### config.mk
export PLATFORM = sky130hd
export DESIGN_NAME = tempo_config_flat
export DESIGN_NICKNAME = d
export VERILOG_FILES = /design/src/rtl/contador_pkg.sv /design/src/rtl/tempo_config_if.sv /design/src/rtl/debounce_tecla.sv /design/src/rtl/tempo_config.sv /design/src/flat_wrapper.sv
export SDC_FILE = /design/constraint.sdc
export NUM_CORES = 1
export LEC_CHECK = 0
export CORE_ASPECT_RATIO = 1.5
export CORE_UTILIZATION = 35
export CTS_CLUSTER_DIAMETER = 60
export DETAILED_ROUTE_END_ITERATION = 7
export GPL_TIMING_DRIVEN = 0
export SYNTH_ARGS = -nofsm -noshare
export SYNTH_HDL_FRONTEND = slang
export SYNTH_HIERARCHICAL = 1
export SYNTH_SLANG_ARGS = --single-unit
### constraint.sdc
create_clock -name clk -period 3.88 [get_ports clk]
set_input_delay 0.388 -clock clk [delete_from_list [all_inputs] [get_ports clk]]
set_output_delay 0.388 -clock clk [all_outputs]
set_load 0.02 [all_outputs]
### src/rtl/contador_pkg.sv
`default_nettype none
// +--------------------------------------------------------------------+
// | contador_pkg                                                       |
// | Shared types and constants for the tempo configuration block:      |
// | editor FSM states, field limits, key slot indices and a wrapping   |
// | up/down step helper.                                               |
// | Revision: 1.0 - initial release                                    |
// +--------------------------------------------------------------------+
package contador_pkg;

   typedef enum logic [1:0] {
      ST_IDLE    = 2'd0,
      ST_SET_MIN = 2'd1,
      ST_SET_SEC = 2'd2,
      ST_COMMIT  = 2'd3
   } state_t;

   localparam int MAX_MIN     = 99;
   localparam int MAX_SEC     = 59;
   localparam int SEC_PER_MIN = 60;

   // Slot of each push-button in the internal key vector
   localparam int NUM_KEYS  = 6;
   localparam int KEY_MODE  = 0;
   localparam int KEY_UP    = 1;
   localparam int KEY_DOWN  = 2;
   localparam int KEY_OK    = 3;
   localparam int KEY_PAUSE = 4;
   localparam int KEY_ZERO  = 5;

   // One step up or down over 0..max_v, wrapping at both ends
   function automatic logic [6:0] wrap_step(input logic [6:0] v,
                                            input logic [6:0] max_v,
                                            input logic       up);
      logic [6:0] r;
      if (up) r = (v == max_v) ? 7'd0 : v + 7'd1;
      else    r = (v == 7'd0)  ? max_v : v - 7'd1;
      return r;
   endfunction

endpackage
`default_nettype wire

### src/rtl/tempo_config_if.sv
`default_nettype none
// +--------------------------------------------------------------------+
// | tempo_config_if                                                    |
// | Key/switch inputs and configuration outputs of tempo_config.       |
// |   key_*  : raw active-low push-buttons                             |
// |   sw_sel : raw mode switch (0 stopwatch, 1 countdown)              |
// |   tempo  : configured seconds, cfg: edit active, salve: commit     |
// |   sel    : synced sw_sel, pause: freeze level, reseta: restart tgl |
// | master drives the keys; slave is the configuration block.          |
// | Revision: 1.0 - initial release                                    |
// +--------------------------------------------------------------------+
interface tempo_config_if;
   logic        key_mode;
   logic        key_up;
   logic        key_down;
   logic        key_ok;
   logic        key_pause;
   logic        key_zero;
   logic        sw_sel;
   logic [15:0] tempo;
   logic        cfg;
   logic        salve;
   logic        sel;
   logic        pause;
   logic        reseta;

   modport master (
      output key_mode, key_up, key_down, key_ok, key_pause, key_zero, sw_sel,
      input  tempo, cfg, salve, sel, pause, reseta
   );

   modport slave (
      input  key_mode, key_up, key_down, key_ok, key_pause, key_zero, sw_sel,
      output tempo, cfg, salve, sel, pause, reseta
   );
endinterface
`default_nettype wire

### src/rtl/debounce_tecla.sv
`default_nettype none
// +--------------------------------------------------------------------+
// | debounce_tecla                                                     |
// | 2-FF synchronizer, counter debouncer and press-pulse generator for |
// | one active-low push-button.                                        |
// |   clk, reseta_n : clock, async active-low reset                    |
// |   key_raw       : raw button level                                 |
// |   press         : one-cycle pulse on accepted 1->0 transition      |
// | Revision: 1.0 - initial release                                    |
// +--------------------------------------------------------------------+
module debounce_tecla #(
   parameter int DEB_CYCLES = 1000000
) (
   input  logic clk,
   input  logic reseta_n,
   input  logic key_raw,
   output logic press
);

   localparam int CW = $clog2(DEB_CYCLES + 1);

   logic          r_sync1;
   logic          r_sync2;
   logic          r_stable;
   logic [CW-1:0] r_cnt;
   logic          r_press;

   always_ff @(posedge clk or negedge reseta_n) begin
      if (!reseta_n) begin
         r_sync1  <= 1'b1;
         r_sync2  <= 1'b1;
         r_stable <= 1'b1;
         r_cnt    <= '0;
         r_press  <= 1'b0;
      end else begin
         r_sync1 <= key_raw;
         r_sync2 <= r_sync1;
         r_press <= 1'b0;
         if (r_sync2 == r_stable) begin
            // any agreeing sample restarts the stability window
            r_cnt <= '0;
         end else if (r_cnt == CW'(DEB_CYCLES - 1)) begin
            // DEB_CYCLES-th consecutive differing sample: accept level
            r_stable <= r_sync2;
            r_cnt    <= '0;
            r_press  <= ~r_sync2;
         end else begin
            r_cnt <= r_cnt + 1'b1;
         end
      end
   end

   assign press = r_press;

endmodule
`default_nettype wire

### src/rtl/tempo_config.sv
`default_nettype none
// +--------------------------------------------------------------------+
// | tempo_config                                                       |
// | Push-button editor for a MM:SS time value with commit strobe,      |
// | pause level, restart toggle and synchronized mode select.          |
// |   clk      : 50 MHz system clock                                   |
// |   reseta_n : async active-low reset                                |
// |   bus      : tempo_config_if.slave (keys in, configuration out)    |
// | Revision: 1.0 - initial release                                    |
// +--------------------------------------------------------------------+
module tempo_config
   import contador_pkg::*;
#(
   parameter int DEB_CYCLES = 1000000
) (
   input  logic               clk,
   input  logic               reseta_n,
   tempo_config_if.slave      bus
);

   logic [NUM_KEYS-1:0] w_key_raw;
   logic [NUM_KEYS-1:0] w_ev;

   assign w_key_raw[KEY_MODE]  = bus.key_mode;
   assign w_key_raw[KEY_UP]    = bus.key_up;
   assign w_key_raw[KEY_DOWN]  = bus.key_down;
   assign w_key_raw[KEY_OK]    = bus.key_ok;
   assign w_key_raw[KEY_PAUSE] = bus.key_pause;
   assign w_key_raw[KEY_ZERO]  = bus.key_zero;

   generate
      for (genvar k = 0; k < NUM_KEYS; k++) begin : g_key
         debounce_tecla #(.DEB_CYCLES(DEB_CYCLES)) u_deb (
            .clk      (clk),
            .reseta_n (reseta_n),
            .key_raw  (w_key_raw[k]),
            .press    (w_ev[k])
         );
      end
   endgenerate

   // sw_sel is a level switch: synchronize only
   logic r_sw_sync1;
   logic r_sw_sync2;

   state_t      r_state;
   logic [6:0]  r_min;
   logic [5:0]  r_sec;
   logic        r_cfg;
   logic        r_salve;
   logic        r_sel;
   logic        r_pause;
   logic        r_reseta;
   logic [15:0] r_tempo;
   logic [12:0] w_total;

   // up and down together cancel each other
   logic w_step_en;
   assign w_step_en = w_ev[KEY_UP] ^ w_ev[KEY_DOWN];

   always_ff @(posedge clk or negedge reseta_n) begin
      if (!reseta_n) begin
         r_sw_sync1 <= 1'b0;
         r_sw_sync2 <= 1'b0;
         r_state    <= ST_IDLE;
         r_min      <= '0;
         r_sec      <= '0;
         r_cfg      <= 1'b0;
         r_salve    <= 1'b0;
         r_sel      <= 1'b0;
         r_pause    <= 1'b0;
         r_reseta   <= 1'b0;
      end else begin
         r_sw_sync1 <= bus.sw_sel;
         r_sw_sync2 <= r_sw_sync1;
         r_salve    <= 1'b0;
         case (r_state)
            ST_IDLE: begin
               r_sel <= r_sw_sync2;
               if (w_ev[KEY_MODE]) begin
                  r_state <= ST_SET_MIN;
                  r_cfg   <= 1'b1;
                  r_pause <= 1'b0;
               end else begin
                  if (w_ev[KEY_PAUSE]) r_pause  <= ~r_pause;
                  if (w_ev[KEY_ZERO])  r_reseta <= ~r_reseta;
               end
            end
            ST_SET_MIN, ST_SET_SEC: begin
               if (w_ev[KEY_OK]) begin
                  r_state <= ST_COMMIT;
                  r_cfg   <= 1'b0;
                  r_salve <= 1'b1;
                  r_pause <= 1'b0;
               end else if (w_ev[KEY_MODE]) begin
                  r_state <= (r_state == ST_SET_MIN) ? ST_SET_SEC : ST_SET_MIN;
               end else if (w_step_en) begin
                  if (r_state == ST_SET_MIN)
                     r_min <= wrap_step(r_min, 7'(MAX_MIN), w_ev[KEY_UP]);
                  else
                     r_sec <= 6'(wrap_step({1'b0, r_sec}, 7'(MAX_SEC), w_ev[KEY_UP]));
               end
            end
            ST_COMMIT: begin
               r_state <= ST_IDLE;
               r_cfg   <= 1'b0;
            end
            default: begin
               r_state <= ST_IDLE;
               r_cfg   <= 1'b0;
            end
         endcase
      end
   end

   assign w_total = 13'(r_min) * 13'(SEC_PER_MIN) + 13'(r_sec);

   always_ff @(posedge clk or negedge reseta_n) begin
      if (!reseta_n) r_tempo <= '0;
      else           r_tempo <= {3'b000, w_total};
   end

   assign bus.tempo  = r_tempo;
   assign bus.cfg    = r_cfg;
   assign bus.salve  = r_salve;
   assign bus.sel    = r_sel;
   assign bus.pause  = r_pause;
   assign bus.reseta = r_reseta;

endmodule
`default_nettype wire

### src/flat_wrapper.sv
// flat-port wrapper written by rule: the top's interface ports become plain ports
module tempo_config_flat import contador_pkg::*;
#(
   parameter int DEB_CYCLES = 1000000
)
  (clk, reseta_n, bus_key_mode, bus_key_up, bus_key_down, bus_key_ok, bus_key_pause, bus_key_zero, bus_sw_sel, bus_tempo, bus_cfg, bus_salve, bus_sel, bus_pause, bus_reseta);
  tempo_config_if bus_i ();
  input  logic clk;
  input  logic reseta_n;
  input wire logic [$bits(bus_i.key_mode)-1:0] bus_key_mode;
  input wire logic [$bits(bus_i.key_up)-1:0] bus_key_up;
  input wire logic [$bits(bus_i.key_down)-1:0] bus_key_down;
  input wire logic [$bits(bus_i.key_ok)-1:0] bus_key_ok;
  input wire logic [$bits(bus_i.key_pause)-1:0] bus_key_pause;
  input wire logic [$bits(bus_i.key_zero)-1:0] bus_key_zero;
  input wire logic [$bits(bus_i.sw_sel)-1:0] bus_sw_sel;
  output wire logic [$bits(bus_i.tempo)-1:0] bus_tempo;
  output wire logic [$bits(bus_i.cfg)-1:0] bus_cfg;
  output wire logic [$bits(bus_i.salve)-1:0] bus_salve;
  output wire logic [$bits(bus_i.sel)-1:0] bus_sel;
  output wire logic [$bits(bus_i.pause)-1:0] bus_pause;
  output wire logic [$bits(bus_i.reseta)-1:0] bus_reseta;
  assign bus_i.key_mode = bus_key_mode;
  assign bus_i.key_up = bus_key_up;
  assign bus_i.key_down = bus_key_down;
  assign bus_i.key_ok = bus_key_ok;
  assign bus_i.key_pause = bus_key_pause;
  assign bus_i.key_zero = bus_key_zero;
  assign bus_i.sw_sel = bus_sw_sel;
  assign bus_tempo = bus_i.tempo;
  assign bus_cfg = bus_i.cfg;
  assign bus_salve = bus_i.salve;
  assign bus_sel = bus_i.sel;
  assign bus_pause = bus_i.pause;
  assign bus_reseta = bus_i.reseta;
  tempo_config #(.DEB_CYCLES(DEB_CYCLES)) u_core (.clk(clk), .reseta_n(reseta_n), .bus(bus_i));
endmodule
## Word level (Yosys, flattened, before mapping)

Index checks and enable logic that the tools add are counted.

| operators by class | value |
|---|---|
| bitwise logic cells | 18 |
| div/mod/pow operators | 0 |
| add/sub/neg operators | 11 |
| reduce and logical (&&, ||, !) cells | 17 |
| magnitude comparators | 0 |
| equal/unequal tests | 21 |
| shifts and indexed selects | 0 |
| mux-type cells | 43 |
| $mul | 1 |

Operator list:

| operator | number |
|---|---|
| 20-bit two-way mux | 12 |
| 20-bit by 1-bit adder with 20-bit output, second input constant | 6 |
| 20-bit == test, second input constant | 6 |
| 7-bit two-way mux | 3 |
| 1-bit two-way mux | 18 |
| 6-bit two-way mux | 3 |
| 1-bit NOT | 17 |
| 2-bit AND reduction | 8 |
| 13-bit by 6-bit adder with 13-bit output | 1 |
| 7-bit by 4-bit multiplier with 11-bit output, second input constant | 1 |
| 5-bit AND reduction | 2 |
| 2-bit two-way mux | 4 |
| 7-bit by 1-bit adder with 7-bit output, second input constant | 1 |
| 7-bit == test, second input constant | 1 |
| 7-bit zero test | 1 |
| 7-bit by 1-bit subtractor with 7-bit output, second input constant | 1 |
| 6-bit by 1-bit adder with 6-bit output, second input constant | 1 |
| 1-bit == test | 6 |
| 6-bit == test, second input constant | 1 |
| 6-bit zero test | 1 |
| 3-bit != test, second input constant | 2 |
| 2-bit one-hot mux with 3 select lines | 1 |
| 3-bit AND reduction | 2 |
| 6-bit by 1-bit subtractor with 6-bit output, second input constant | 1 |
| other kinds (9) | 11 |

| word-level totals | value |
|---|---|
| memories | 0 |
| register bits after elaboration | 179 |
| bits of input ports | 9 |
| latch bits | 0 |
| logic and storage cells | 152 |
| bits in writable memories | 0 |
| bits in read-only memories | 0 |

## Depth between registers and ports, before layout

| depth | value |
|---|---|
| depth in word-level cells | 5 |
| mapped depth | 10 |
| depth with buffers taken out | 10 |

## Hierarchy

Netlist, hierarchy kept.

By module, submodules not included:

| module | area an instance (um^2) | sequential area each (um^2) | cells an instance | instances |
|---|---|---|---|---|
| debounce_tecla at u_core.g_key[0].u_deb ... | 1139.8 | 604.3 | 116 | 5 |
| tempo_config | 2871.5 | 875.8 | 301 | 1 |
| debounce_tecla at u_core.g_key[3].u_deb | 1141.1 | 604.3 | 110 | 1 |

## Least setup slack after synthesis

Ideal clock, no wire load.

| timing path | value |
|---|---|
| path kind | register to register |
| start | register u_core.r_min[4] |
| end | register u_core.r_tempo[11] (netlist: u_core/bus.tempo[11]) |
| path slack | 0.732 ns |
| library setup time | 0.123 ns |
| stages on the path, launching flop included | 11 |
| arrival time | 3.025 ns |
| period minus slack after synthesis | 3.148 ns |
| path buffers | 0 |
| path through | dfrtp_1 inv_1 fa_1 fa_1 inv_1 ha_1 a21o_1 a221oi_1 xnor2_1 nand4_1 xnor2_1 |

| between the ends | value |
|---|---|
| word-level cells in the longest chain between the ends | 2 |

Ends and longest elaborated chain:

| item | line | text |
|---|---|---|
| start: declaration | tempo_config.sv:47 | `logic [6:0] r_min;` |
| start signal: assignment | tempo_config.sv:99 | `r_min <= wrap_step(r_min, 7'(MAX_MIN), w_ev[KEY_UP]);` |
| 7-bit by 4-bit multiplier with 11-bit output | tempo_config.sv:116 | `assign w_total = 13'(r_min) * 13'(SEC_PER_MIN) + 13'(r_sec);` |
| 13-bit by 6-bit adder with 13-bit output | tempo_config.sv:116 |  |
| net u_core.w_total[11] | tempo_config.sv:55 | `logic [12:0] w_total;` |
| end signal: assignment | tempo_config.sv:120 | `else r_tempo <= {3'b000, w_total};` |
| end: declaration | tempo_config.sv:54 | `logic [15:0] r_tempo;` |

The timed path passes the listed nets, and every way through them passes these cells.
A chain may end at the register's enable or synchronous reset.

## Worst setup path in the final report

| timing path | value |
|---|---|
| start | register u_core.r_min[0] |
| end | register u_core.r_tempo[11] (netlist: u_core/bus.tempo[11]) |

The elaborated chain is that of the path after synthesis.

==> results.cfg <==
[run_status]
status = complete, no violations

[route]
wl_per_cell_um = 13.42
antenna_left = 0
route.vias.total = 7193
drcViolationCount = 0
drt_iter0_drc = 330
finalWirelength_um = 18730
drt_first_pass_iters = 4
vias_per_cell = 5.156

[sta]
fmax_mhz = 284.6
slew_headroom = 0.5599
rsz0062_at_grt = no
period_needed_ns = 3.514
setup_violations = 0
fin_worst_skew_ns = 0.007824
final_max_slew_viol_count = 0
tightest_slew_ns = 0.6601
period_share = 0.9056
hold_viol_final = 0

[layout]
final_nets = 1102
final_core_util = 0.4051
antenna_cells = 0
layout.cells.non_filler = 1395
area_growth_syn_to_layout_pct = 13.54
layout-drive-gt1-share = 0.1035

[yosys]
yosysMostFrequentCell = dfrtp_1
synth_area_um2 = 9712
ys_types = 65
syn_avg_cell_area_um2 = 9.800
ys_seq_area_frac = 0.4635
synthArstFlopShare = 1.000
synth_ff_type = dfrtp_1
ys_seq_elements = 179
synth_edf_count = 0
netlist.area_leader.share = 0.4148
ys_top_cells_by_count = 161 x dfrtp_1, 110 x nor2_1, 65 x a21oi_1
syn_inst = 991
ys_top_cells_by_area = dfrtp_1 41%, ha_1 5.3%, dfstp_2 4.9%
synth_top_cell_by_area = dfrtp_1
synth_warnings = 6

[pwr]
ir_drop_v = 0.0002873
total_power_mw = 3.738
leakagePower_nw = 4.446
power.density_nw_per_um2 = 339.0

[grt]
grt_max_degree = 98
gr-total-overflow = 0
grt_usage = 0.1404
grt_pass1_wl_um = 32920
grt_pass1_vias = 7073
antenna_found_initial = 0

[clocking]
cts.sinks = 179
htreeDepth = 4
clockBufferDepth = 2
cts_tree = built
insertion_delay_ns = 0.44
cts.clk_slew.worst_paths_ns = 0.07
cts_root_buffer = clkbuf_16
cts_buffers = 17
cts_resized = 0

[critical_path]
crit_top_cell = fa_1
crit_buf_inv = 0
cp_top_family = adder cells
critPathLaunchType = register
crit_path_max_fanout = 10
critical_path.max_stage_delay_ns = 0.62
path_class = register to register
crit_chain = fa_1 -> fa_1 -> ha_1 -> a211oi_1 -> nor3b_1 -> nor4b_2 -> nand4_1 -> xnor2_1
cp.required_ns = 4.20
endpoint_kind = register
slowest_stage = fa_1
arrival_ns = 3.83

[placement]
portBuffers = 26
hpwl_um = 13010
place_inst = 1362
gp_congestion = 0.7952

[min_path]
hold_class = register to register

[floorplanning]
initial_core_util = 0.3568
coreArea_um2 = 27220
die_w_um = 138.0
dieHeight_um = 206.0
die_area_um2 = 28430
num_rows = 74
ios = 30

[run]
cap_violations = 0
==> logic make-up (layout without fill, tap and decap cells) <==
group	Yosys count	in the layout	synth area share
multiplexers	12	12	0.01353
AO/OA/AOI/OAI	170	170	0.1050
other	1	3	0.0003861
adder cells (fa/ha/maj)	53	53	0.07756
XOR/XNOR	86	86	0.07756
AND/OR/NAND/NOR	391	391	0.2220
flip-flops	179	179	0.4635
buffers and inverters	99	159	0.04045
==> where the power goes <==
part | switching (mW) | leakage, nW | internal [mW] | total (mW)
clock network | 0.743 | 0.281 | 0.968 | 1.71
logic | 0.0768 | 1.75 | 0.0336 | 0.110
registers | 0.0228 | 2.42 | 1.89 | 1.92
==> flip-flops by register name (all words and copies together), names as in the netlist <==
register                     cells
u_core/bus.cfg                   1
u_core/bus.pause                 1
u_core/bus.reseta                1
u_core/bus.salve                 1
u_core/bus.sel                   1
u_core/bus.tempo                13
u_core/g_key.u_deb/press         6
u_core/g_key.u_deb/r_cnt       120
u_core/g_key.u_deb/r_stable      6
u_core/g_key.u_deb/r_sync1       6
u_core/g_key.u_deb/r_sync2       6
u_core/r_min                     7
u_core/r_sec                     6
u_core/r_state                   2
u_core/r_sw_sync1                1
u_core/r_sw_sync2                1
==> final cells by class <==
cell class,count,area (um^2)
multi-input combinational,715,4825
timing repair buffer,28,302.8
buffer,38,163.9
clock buffer,20,446.7
tap,342,427.9
clock inverter,12,130.1
fill,2704,16190
inverter,61,229.0
sequential,179,4502
==> worst paths after layout <==
path	cells after the start	slack [ns]	to	startpoint
setup / recovery	8	0.37	u_core/bus.tempo[11]$_DFF_PN0_	u_core/r_min[0]$_DFFE_PN0P_
hold / removal	0	0.35	u_core/g_key[2].u_deb/r_sync2$_DFF_PN1_	u_core/g_key[2].u_deb/r_sync1$_DFF_PN1_
setup reg to reg	8	0.37	u_core/bus.tempo[11]$_DFF_PN0_	u_core/r_min[0]$_DFFE_PN0P_
hold reg to reg	0	0.35	u_core/g_key[2].u_deb/r_sync2$_DFF_PN1_	u_core/g_key[2].u_deb/r_sync1$_DFF_PN1_
max in group asynchronous	3	2.48	u_core/g_key[1].u_deb/r_stable$_DFFE_PN1P_	reseta_n
min in group asynchronous	2	0.51	u_core/bus.tempo[10]$_DFF_PN0_	reseta_n
==> stage by stage <==
step / instance area [um^2] / hold WS (ns) / setup WS, ns / TNS [ns]
2_1_floorplan: 9719 / 0.09241 / 0.7324 / 0
3_3_place_gp: 10410 / 0.3392 / -5.268 / -897.66
3_5_place_dp: 10440 / 0.3387 / 0.3822 / 0
4_1_cts: 11030 / 0.3211 / 0.3472 / 0
5_1_grt: 11030 / 0.3269 / 0.1428 / 0
6_report: 11030 / 0.3484 / 0.3663 / 0
==> per-layer routing <==
layer,GRT usage,routed length (um),share of wire,up-vias
li1,-,-,-,3580
met1,0.1610,8131,0.43,3520
met2,0.2570,9863,0.53,69
met3,0.02572,376,0.020,24
met4,0.05534,355,0.019,0
met5,0,0,0,-
==> cells in the final DEF, fill, tap and decap left out, drive strengths merged, types with 14 or more instances in the layout <==
cell type | netlist | routed
nand4 | 23 | 23
xnor2 | 54 | 54
inv | 61 | 64
or4 | 28 | 28
clkbuf | 27 | 47
o31ai | 22 | 22
xor2 | 32 | 32
nor4 | 17 | 17
ha | 41 | 41
nand2 | 44 | 44
clkdlybuf4s50 | 0 | 25
nand3 | 58 | 58
dfrtp | 161 | 161
nor3 | 16 | 16
a21oi | 65 | 65
dfstp | 18 | 18
or3 | 30 | 30
o21ai | 49 | 49
and3 | 14 | 14
nor2 | 110 | 110
==> repair_timing <==
item	in CTS	in global routing
hold buffers	1	0
buffers inserted	0	0
hold endpoints to repair	76	0
endpoints found under the setup margin	0	0
No activity file was read; power rests on OpenSTA's default activity.
